**config.mk**
```make
export PLATFORM = sky130hd
export DESIGN_NAME = multicycle_control_unit
export DESIGN_NICKNAME = d
export VERILOG_FILES = /design/src/rtl/multicycle_control_unit.sv
export SDC_FILE = /design/constraint.sdc
export NUM_CORES = 1
export LEC_CHECK = 0
export CELL_PAD_IN_SITES_DETAIL_PLACEMENT = 2
export CELL_PAD_IN_SITES_GLOBAL_PLACEMENT = 2
export CORE_MARGIN = 2
export CORE_UTILIZATION = 20
export DETAILED_ROUTE_END_ITERATION = 12
export GPL_TIMING_DRIVEN = 1
export HOLD_SLACK_MARGIN = 0.08
export PLACE_DENSITY_LB_ADDON = 0.3
export SETUP_SLACK_MARGIN = 0.05
export SYNTH_ARGS = -nofsm -noshare
export SYNTH_HDL_FRONTEND = slang
export SYNTH_SLANG_ARGS = --single-unit
```
**constraint.sdc**
```tcl
create_clock -name CLK -period 1.76 [get_ports CLK]
set_input_delay 0.352 -clock CLK [delete_from_list [all_inputs] [get_ports CLK]]
set_output_delay 0.352 -clock CLK [all_outputs]
set_load 0.01 [all_outputs]
```
**src/rtl/multicycle_control_unit.sv**
```systemverilog
// Multicycle controller: sequences IF/ID/EXE/MEM/WB from the latched opcode and
// drives datapath enables and mux selects combinationally from the current state.
module multicycle_control_unit #(
    parameter int unsigned OPW   = 6,
    parameter int unsigned SW_ST = 3
) (
    input  logic             CLK,
    input  logic             RST_n,
    input  logic [OPW-1:0]   opcode,
    input  logic             zero,
    output logic [SW_ST-1:0] state,
    output logic             PCWre,
    output logic             IRWre,
    output logic             InsMemRW,
    output logic             RegWre,
    output logic [1:0]       RegDst,
    output logic             WrRegDSrc,
    output logic             ALUSrcB,
    output logic [2:0]       ALUOp,
    output logic             ExtSel,
    output logic             mRD,
    output logic             mWR,
    output logic             DBDataSrc,
    output logic [1:0]       PCSrc
);

    typedef enum logic [SW_ST-1:0] {
        S_IF   = SW_ST'(0),
        S_ID   = SW_ST'(1),
        S_EXE  = SW_ST'(2),
        S_MEM  = SW_ST'(3),
        S_WB   = SW_ST'(4),
        S_HALT = SW_ST'(7)
    } state_e;

    localparam logic [OPW-1:0] OP_ADD  = OPW'(6'b000000);
    localparam logic [OPW-1:0] OP_SUB  = OPW'(6'b000001);
    localparam logic [OPW-1:0] OP_ADDI = OPW'(6'b000010);
    localparam logic [OPW-1:0] OP_OR   = OPW'(6'b010000);
    localparam logic [OPW-1:0] OP_AND  = OPW'(6'b010001);
    localparam logic [OPW-1:0] OP_ORI  = OPW'(6'b010010);
    localparam logic [OPW-1:0] OP_SLT  = OPW'(6'b100110);
    localparam logic [OPW-1:0] OP_SW   = OPW'(6'b110000);
    localparam logic [OPW-1:0] OP_LW   = OPW'(6'b110001);
    localparam logic [OPW-1:0] OP_BEQ  = OPW'(6'b110100);
    localparam logic [OPW-1:0] OP_BNE  = OPW'(6'b110101);
    localparam logic [OPW-1:0] OP_J    = OPW'(6'b111000);
    localparam logic [OPW-1:0] OP_JR   = OPW'(6'b111001);
    localparam logic [OPW-1:0] OP_JAL  = OPW'(6'b111010);
    localparam logic [OPW-1:0] OP_HALT = OPW'(6'b111111);

    state_e     r_state;
    state_e     w_next;
    logic [2:0] w_aluop;
    logic       w_alusrcb;
    logic       w_extsel;
    logic       w_rtype;
    logic       w_itype;
    logic       w_branch;
    logic       w_taken;

    // Opcode decode shared by EXE and MEM (ALU controls are held through MEM)
    always_comb begin
        w_aluop   = 3'b000;
        w_alusrcb = 1'b0;
        w_extsel  = 1'b0;
        w_rtype   = 1'b0;
        w_itype   = 1'b0;
        w_branch  = 1'b0;
        case (opcode)
            OP_ADD:  w_rtype = 1'b1;
            OP_SUB:  begin w_rtype = 1'b1; w_aluop = 3'b001; end
            OP_OR:   begin w_rtype = 1'b1; w_aluop = 3'b011; end
            OP_AND:  begin w_rtype = 1'b1; w_aluop = 3'b100; end
            OP_SLT:  begin w_rtype = 1'b1; w_aluop = 3'b110; end
            OP_ADDI: begin w_itype = 1'b1; w_alusrcb = 1'b1; w_extsel = 1'b1; end
            OP_ORI:  begin w_itype = 1'b1; w_alusrcb = 1'b1; w_aluop = 3'b011; end
            OP_LW:   begin w_itype = 1'b1; w_alusrcb = 1'b1; w_extsel = 1'b1; end
            OP_SW:   begin w_alusrcb = 1'b1; w_extsel = 1'b1; end
            OP_BEQ,
            OP_BNE:  begin w_branch = 1'b1; w_aluop = 3'b001; w_extsel = 1'b1; end
            default: ;
        endcase
    end

    assign w_taken = ((opcode == OP_BEQ) && zero) || ((opcode == OP_BNE) && !zero);

    always_ff @(posedge CLK or negedge RST_n) begin
        if (!RST_n) r_state <= S_IF;
        else        r_state <= w_next;
    end

    assign state = r_state;

    // Next state and outputs; everything is forced low while reset is held
    always_comb begin
        w_next    = r_state;
        PCWre     = 1'b0;
        IRWre     = 1'b0;
        InsMemRW  = 1'b0;
        RegWre    = 1'b0;
        RegDst    = 2'b00;
        WrRegDSrc = 1'b0;
        ALUSrcB   = 1'b0;
        ALUOp     = 3'b000;
        ExtSel    = 1'b0;
        mRD       = 1'b0;
        mWR       = 1'b0;
        DBDataSrc = 1'b0;
        PCSrc     = 2'b00;
        case (r_state)
            S_IF: begin
                InsMemRW = 1'b1;
                IRWre    = 1'b1;
                w_next   = S_ID;
            end
            S_ID: begin
                case (opcode)
                    OP_J:    begin PCSrc = 2'b11; PCWre = 1'b1; w_next = S_IF; end
                    OP_JR:   begin PCSrc = 2'b10; PCWre = 1'b1; w_next = S_IF; end
                    OP_JAL:  begin
                        PCSrc  = 2'b11;
                        PCWre  = 1'b1;
                        RegWre = 1'b1;
                        w_next = S_IF;
                    end
                    OP_HALT: w_next = S_HALT;
                    OP_ADD, OP_SUB, OP_ADDI, OP_OR, OP_AND, OP_ORI, OP_SLT,
                    OP_SW, OP_LW, OP_BEQ, OP_BNE: w_next = S_EXE;
                    default: begin PCWre = 1'b1; w_next = S_IF; end
                endcase
            end
            S_EXE: begin
                ALUOp   = w_aluop;
                ALUSrcB = w_alusrcb;
                ExtSel  = w_extsel;
                if (w_branch) begin
                    PCWre  = 1'b1;
                    PCSrc  = w_taken ? 2'b01 : 2'b00;
                    w_next = S_IF;
                end else if ((opcode == OP_SW) || (opcode == OP_LW)) begin
                    w_next = S_MEM;
                end else begin
                    w_next = S_WB;
                end
            end
            S_MEM: begin
                ALUOp   = w_aluop;
                ALUSrcB = w_alusrcb;
                ExtSel  = w_extsel;
                if (opcode == OP_SW) begin
                    mWR    = 1'b1;
                    PCWre  = 1'b1;
                    w_next = S_IF;
                end else if (opcode == OP_LW) begin
                    mRD    = 1'b1;
                    w_next = S_WB;
                end else begin
                    w_next = S_IF;
                end
            end
            S_WB: begin
                RegWre    = 1'b1;
                WrRegDSrc = 1'b1;
                PCWre     = 1'b1;
                w_next    = S_IF;
                if (w_rtype)      RegDst = 2'b10;
                else if (w_itype) RegDst = 2'b01;
                if (opcode == OP_LW) begin
                    DBDataSrc = 1'b1;
                    mRD       = 1'b1;
                end
            end
            S_HALT: w_next = S_HALT;
            default: w_next = S_IF;
        endcase
        if (!RST_n) begin
            PCWre     = 1'b0;
            IRWre     = 1'b0;
            InsMemRW  = 1'b0;
            RegWre    = 1'b0;
            RegDst    = 2'b00;
            WrRegDSrc = 1'b0;
            ALUSrcB   = 1'b0;
            ALUOp     = 3'b000;
            ExtSel    = 1'b0;
            mRD       = 1'b0;
            mWR       = 1'b0;
            DBDataSrc = 1'b0;
            PCSrc     = 2'b00;
        end
    end

endmodule

```
==> results of run 1 <==
-- metrics by stage --
stage                     total power, W  worst slack (ns)  instance area (um2)  util, %
after floorplan                 0.000311            0.0676                  603        -
after CTS                       0.000778            -0.142                 1270     45.1
after global placement          0.000544            -0.956                 1090     39.0
final                           0.000907            -0.160                 1380     49.2
after detailed placement        0.000557            -0.998                 1090     39.0
after global routing            0.000963            -0.245                 1380     49.2
-- logic make-up (layout without fill, tap and decap cells) --
group,Yosys count,in the layout
DFF,3,3
and+or+nand+nor,46,46
buffers and inverters,13,79
muxes,1,1
AOI/OAI and AO/OA,25,25
-- worst max-delay path, stage by stage --
cell,delay [ns]
buf_4,0.13
nand2_2,0.06
or4b_4,0.51
o31a_1,0.17
nor3_4,0.19
buf_2,0.15
-- layout by cell type, fill, tap and decap left out, types with 3 or more instances in the layout --
cell              n
a21oi_1           5
buf_2            17
buf_4            36
buf_6            13
clkbuf_4          3
clkdlybuf4s50_1   3
nand2_1           3
nand2_2           4
nand3_1           3
nor2_1            3
nor2_2            4
-- worst paths after layout --
check / depth (start not counted) / slack [ns] / end
worst max-delay path: 6 / -0.16 / RegDst[1]
worst min-delay path: 2 / 0.14 / state[0]
worst max register to register: 4 / 0.34 / state[2]
worst min register to register: 2 / 0.71 / state[0]
max in group asynchronous: 2 / 1.48 / state[1]
min in group CLK: 4 / 0.69 / state[1]
-- metal layers --
metal,vias up,part of all wire [%]
li1,458,-
met5,-,0
met2,32,57
met4,0,0.90
met1,479,39
met3,4,3.4
-- timing repair --
action	in CTS	in global routing
hold endpoints to repair	0	0
gates resized for setup	143	24
cloned	0	0
setup buffers	10	3
endpoints found under the setup margin	19	17
pin swaps	13	9
-- area by class of cell --
type                            count  share of cell area, %
Tap cell                           31                   2.81
Multi-Input combinational cell     72                   47.5
Timing Repair Buffer               72                   41.2
Clock buffer                        4                   1.91
Sequential cell                     3                   5.63
Inverter                            3                  0.998
-- report_power, final --
group	internal, W	switching [W]	total, W	leakage [nW]
clock network	0.0000857	0.0000475	0.000133	0.0150
registers	0.0000905	0.0000315	0.000122	0.0367
logic	0.000331	0.000321	0.000652	0.581
==> impl_metrics.env, run 1 <==
export IMPL_nNetsFinal=164
export IMPL_largest_reg_flops=3
export IMPL_yosys_warnings=0
export IMPL_clkSinkCount=3
export IMPL_drive_above_1_share_pct=69.5
export IMPL_crit_type="input port to primary output"
export IMPL_dp_hpwl_mm=2.17
export IMPL_drc=2
export IMPL_setup_slack_ns=-0.160
export IMPL_reg2reg_from="state[1]"
export IMPL_power_density_nw_per_um2=658
export IMPL_synth_cells=88
export IMPL_violations="DRC, setup timing"
export IMPL_rsz0062_at_grt="true"
export IMPL_syn_cell_area_um2=603
export IMPL_dp_cells=169
export IMPL_clock_latency_ns=0.24
export IMPL_synth_flop_cell="dfrtp_1"
export IMPL_status="complete, but fails checks"
export IMPL_grt_max_degree=12
export IMPL_first_iter_violations=30
export IMPL_ys_ff_latch=3
export IMPL_tns_ns=-1.08
export IMPL_clockBufferDepth=2
export IMPL_ctsHoldBuffers=0
export IMPL_hold_path_class="input port to asynchronous set/reset pin"
export IMPL_synth_top_family_by_area="simple AND/OR/NAND/NOR gates"
export IMPL_synth_top_area_share_pct=12.4
export IMPL_synth_compound_area_share_pct=27.0
export IMPL_gp_congestion=0.814
export IMPL_slew_headroom_pct=75.1
export IMPL_cts_buffers=3
export IMPL_endpoint_kind="primary output"
export IMPL_final_antenna_net_count=0
export IMPL_fillers=318
export IMPL_path_clk_slew_ns=0.04
export IMPL_synth_commonest_cells="a21oi_1, nor2_1, nand2_1"
export IMPL_crit_path_start="opcode[2]"
export IMPL_root_buffer="clkbuf_4"
export IMPL_first_pass_iters=9
export IMPL_instances_no_fill=185
export IMPL_register_area_um2=77.6
export IMPL_synth_xor_area_share_pct=0
export IMPL_fin_hold_ws_ns=0.142
export IMPL_grt_util_met2_pct=42.1
export IMPL_grt_overflow=0
export IMPL_setup_violations=13
export IMPL_grtUsageMet3_pct=2.64
export IMPL_drv_slew=0
export IMPL_htree_levels=1
export IMPL_antenna_found_initial=0
export IMPL_dieArea_um2=3470
export IMPL_avgSynthCellArea_um2=6.85
export IMPL_critPathArrivalTime_ns=1.57
export IMPL_ios=29
export IMPL_coreArea_um2=2810
export IMPL_tightest_slew_ns=0.373
export IMPL_area_growth_pct=129
export IMPL_period_minus_slack_ns=1.92
export IMPL_wire_per_inst_um=19.3
export IMPL_ir_drop_mv=0.266
export IMPL_multi_input_area_um2=654
export IMPL_syn_num_nets=97
export IMPL_grt_busiest_layer="met2"
export IMPL_n_antenna_cell=0
export IMPL_start_util_pct=21.5
export IMPL_vias=973
export IMPL_rows=19
export IMPL_yosysUniqueCellTypes=41
export IMPL_fin_crit_sh_pct=109
export IMPL_synth_edf_count=0
export IMPL_synthArstFlopShare_pct=100
export IMPL_p_leak_nw=0.633
export IMPL_die_x_um=58.9
export IMPL_met1_usage_pct=20.4
export IMPL_first_global_vias=1071
export IMPL_cts_tree="built"
export IMPL_cp_required_ns=1.41
export IMPL_dieHeight_um=58.9
export IMPL_synthAdderAreaFrac_pct=0
export IMPL_synth_area_leaders="dfrtp_1, a21oi_1, nor2_1, buf_6, nand2_1"
export IMPL_grt_pass1_wl_mm=5.19
export IMPL_numPortBuffers=28
export IMPL_wl_mm=3.57
export IMPL_finalClockSkew_ns=0.00263
export IMPL_ys_seq_area_share_pct=12.4
export IMPL_viasPerCell=5.26
export IMPL_worstPathMaxFanout=4
export IMPL_synthSimpleGateAreaFrac_pct=45.6
export IMPL_max_freq_ghz=0.521
export IMPL_cp_start_kind="input port"
export IMPL_timing_hold_violations_final=0
export IMPL_synth_top_cell_by_area="dfrtp_1"
export IMPL_muxShareOfSynthArea_pct=1.87
export IMPL_maxCapViolations=0
export IMPL_grt_usage_pct=19.8
No activity file was read; power rests on OpenSTA's default activity.
==> run 2, diff against run 1 <==
Settings changed: PLACE_DENSITY_LB_ADDON 0.3 to 0.05.
==> impl_metrics.env, run 2 (synthesized netlist as in run 1, its figures left out) <==
export IMPL_reg2reg_from="state[1]"
export IMPL_first_iter_violations=28
export IMPL_r2r_slack_ns=0.43
export IMPL_status="complete, but fails checks"
export IMPL_grt_pass1_wl_mm=5.35
export IMPL_clockBufferDepth=2
export IMPL_violations="DRC, setup timing"
export IMPL_vias=958
export IMPL_setup_slack_ns=-0.178
export IMPL_grt_usage_pct=20.2
export IMPL_drc=3
export IMPL_maxCapViolations=0
export IMPL_viasPerCell=5.12
export IMPL_dieArea_um2=3470
export IMPL_largest_reg_flops=3
export IMPL_drive_above_1_share_pct=67.9
export IMPL_clock_latency_ns=0.24
export IMPL_crit_slowest_cell="clkdlybuf4s50_1"
export IMPL_grt_max_degree=12
export IMPL_antenna_found_initial=0
export IMPL_path_clk_slew_ns=0.04
export IMPL_final_area_um2=1370
export IMPL_cp_slowest_stage_delay_ns=0.50
export IMPL_ios=29
export IMPL_power_density_nw_per_um2=581
export IMPL_max_freq_ghz=0.516
export IMPL_setup_worst_path_end="PCSrc[0]"
export IMPL_endpoint_kind="primary output"
export IMPL_crit_type="input port to primary output"
export IMPL_numPortBuffers=28
export IMPL_finalClockSkew_ns=0.00416
export IMPL_critPathArrivalTime_ns=1.59
export IMPL_layout_common_cells="buf_4, buf_2, buf_6, a21oi_1, nand2_1"
export IMPL_setup_violations=12
export IMPL_p_leak_nw=0.635
export IMPL_fin_crit_sh_pct=110
export IMPL_drv_slew=0
export IMPL_cts_buffers=3
export IMPL_first_global_vias=1028
export IMPL_fillers=317
export IMPL_worstPathMaxFanout=2
export IMPL_r2r_cells=4
export IMPL_ctsHoldBuffers=0
export IMPL_start_util_pct=21.5
export IMPL_n_antenna_cell=0
export IMPL_rows=19
export IMPL_cts_tree="built"
export IMPL_tightest_slew_ns=0.335
export IMPL_gp_congestion=0.777
export IMPL_timing_hold_violations_final=0
export IMPL_wl_mm=3.53
export IMPL_nNetsFinal=166
export IMPL_period_minus_slack_ns=1.94
export IMPL_cp_required_ns=1.41
export IMPL_slew_headroom_pct=77.6
export IMPL_clkSinkCount=3
export IMPL_tns_ns=-0.963
export IMPL_crit_path_cell_trace="clkdlybuf4s50_1 -> nand2_1 -> a2111o_1 -> o21ai_2 -> buf_2"
export IMPL_cp_start_kind="input port"
export IMPL_wire_per_inst_um=18.9
export IMPL_grt_overflow=0
export IMPL_crit_path_start="zero"
export IMPL_ir_drop_mv=0.494
export IMPL_postPlaceCellArea_um2=1080
export IMPL_first_pass_iters=8
export IMPL_dp_hpwl_mm=2.26
export IMPL_rsz0062_at_grt="true"
export IMPL_htree_levels=1
export IMPL_root_buffer="clkbuf_4"
export IMPL_r2r_end="state[2]"
export IMPL_area_growth_pct=128
export IMPL_dieHeight_um=58.9
export IMPL_coreArea_um2=2810
export IMPL_hold_path_class="input port to asynchronous set/reset pin"
export IMPL_final_common_cell="buf_4"
export IMPL_final_antenna_net_count=0
export IMPL_die_x_um=58.9
==> run 2: cell count changes in the layout (fill, tap and decap cells not counted), sizes merged <==
cell,previous run,this run
buf,67,68
clkbuf,4,5
==> run 2: worst min path at each step <==
stage | start | end | slack (ns)
4_1_cts | RST_n | state[0] | 0.14
3_3_place_gp | state[2] | state[0] | 0.61
2_1_floorplan | RST_n | state[0] | 0.06
3_5_place_dp | state[2] | state[0] | 0.64
6_report | RST_n | state[2] | 0.15
5_1_grt | RST_n | state[0] | 0.16
==> run 2: per-stage QoR <==
| step | total power (W) | hold WS (ns) | util [%] | cells | setup WS (ns) |
|---|---|---|---|---|---|
| 3_3_place_gp | 0.000555 | 0.611 | 38.5 | 167 | -0.874 |
| 5_1_grt | 0.000858 | 0.165 | 48.9 | 187 | -0.213 |
| 6_report | 0.000797 | 0.154 | 48.9 | 187 | -0.178 |
| 4_1_cts | 0.000737 | 0.143 | 44.5 | 181 | -0.130 |
| 3_5_place_dp | 0.000571 | 0.639 | 38.5 | 167 | -0.906 |
| 2_1_floorplan | 0.000311 | 0.0564 | - | 88 | 0.0676 |
==> run 2: cell type report <==
class / count / area, um2 / area share [%]
timing repair buffer: 74 / 582 / 42.4
clock buffer: 4 / 26.3 / 1.91
multi-input combinational: 72 / 637 / 46.4
tap: 31 / 38.8 / 2.83
sequential: 3 / 77.6 / 5.65
inverter: 3 / 11.3 / 0.820
==> run 2: timing repair <==
| action | in CTS | in global routing |
|---|---|---|
| pin swaps | 10 | 8 |
| resized for setup | 124 | 33 |
| buffers inserted | 10 | 6 |
| endpoints found under the setup margin | 17 | 19 |
==> run 2: layer usage <==
layer  vias up  routed length [um]  track usage [%]
li1        463                   -                -
met5         -                   0                0
met3         0                  95             1.54
met4         0                   0             2.92
met2        22                1830             36.5
met1       473                1600             26.6
==> run 2: critical path: cells and delay by family <==
kind | cells | cell delay [ns]
compound gates | 2 | 0.52
simple gates | 1 | 0.07
buf+inv | 2 | 0.64
==> run 2: power by group <==
group / leakage (nW) / switching, W / internal, W
Clock: 0.0150 / 0.0000381 / 0.0000851
Combinational: 0.583 / 0.000266 / 0.000279
Sequential: 0.0367 / 0.0000383 / 0.0000906
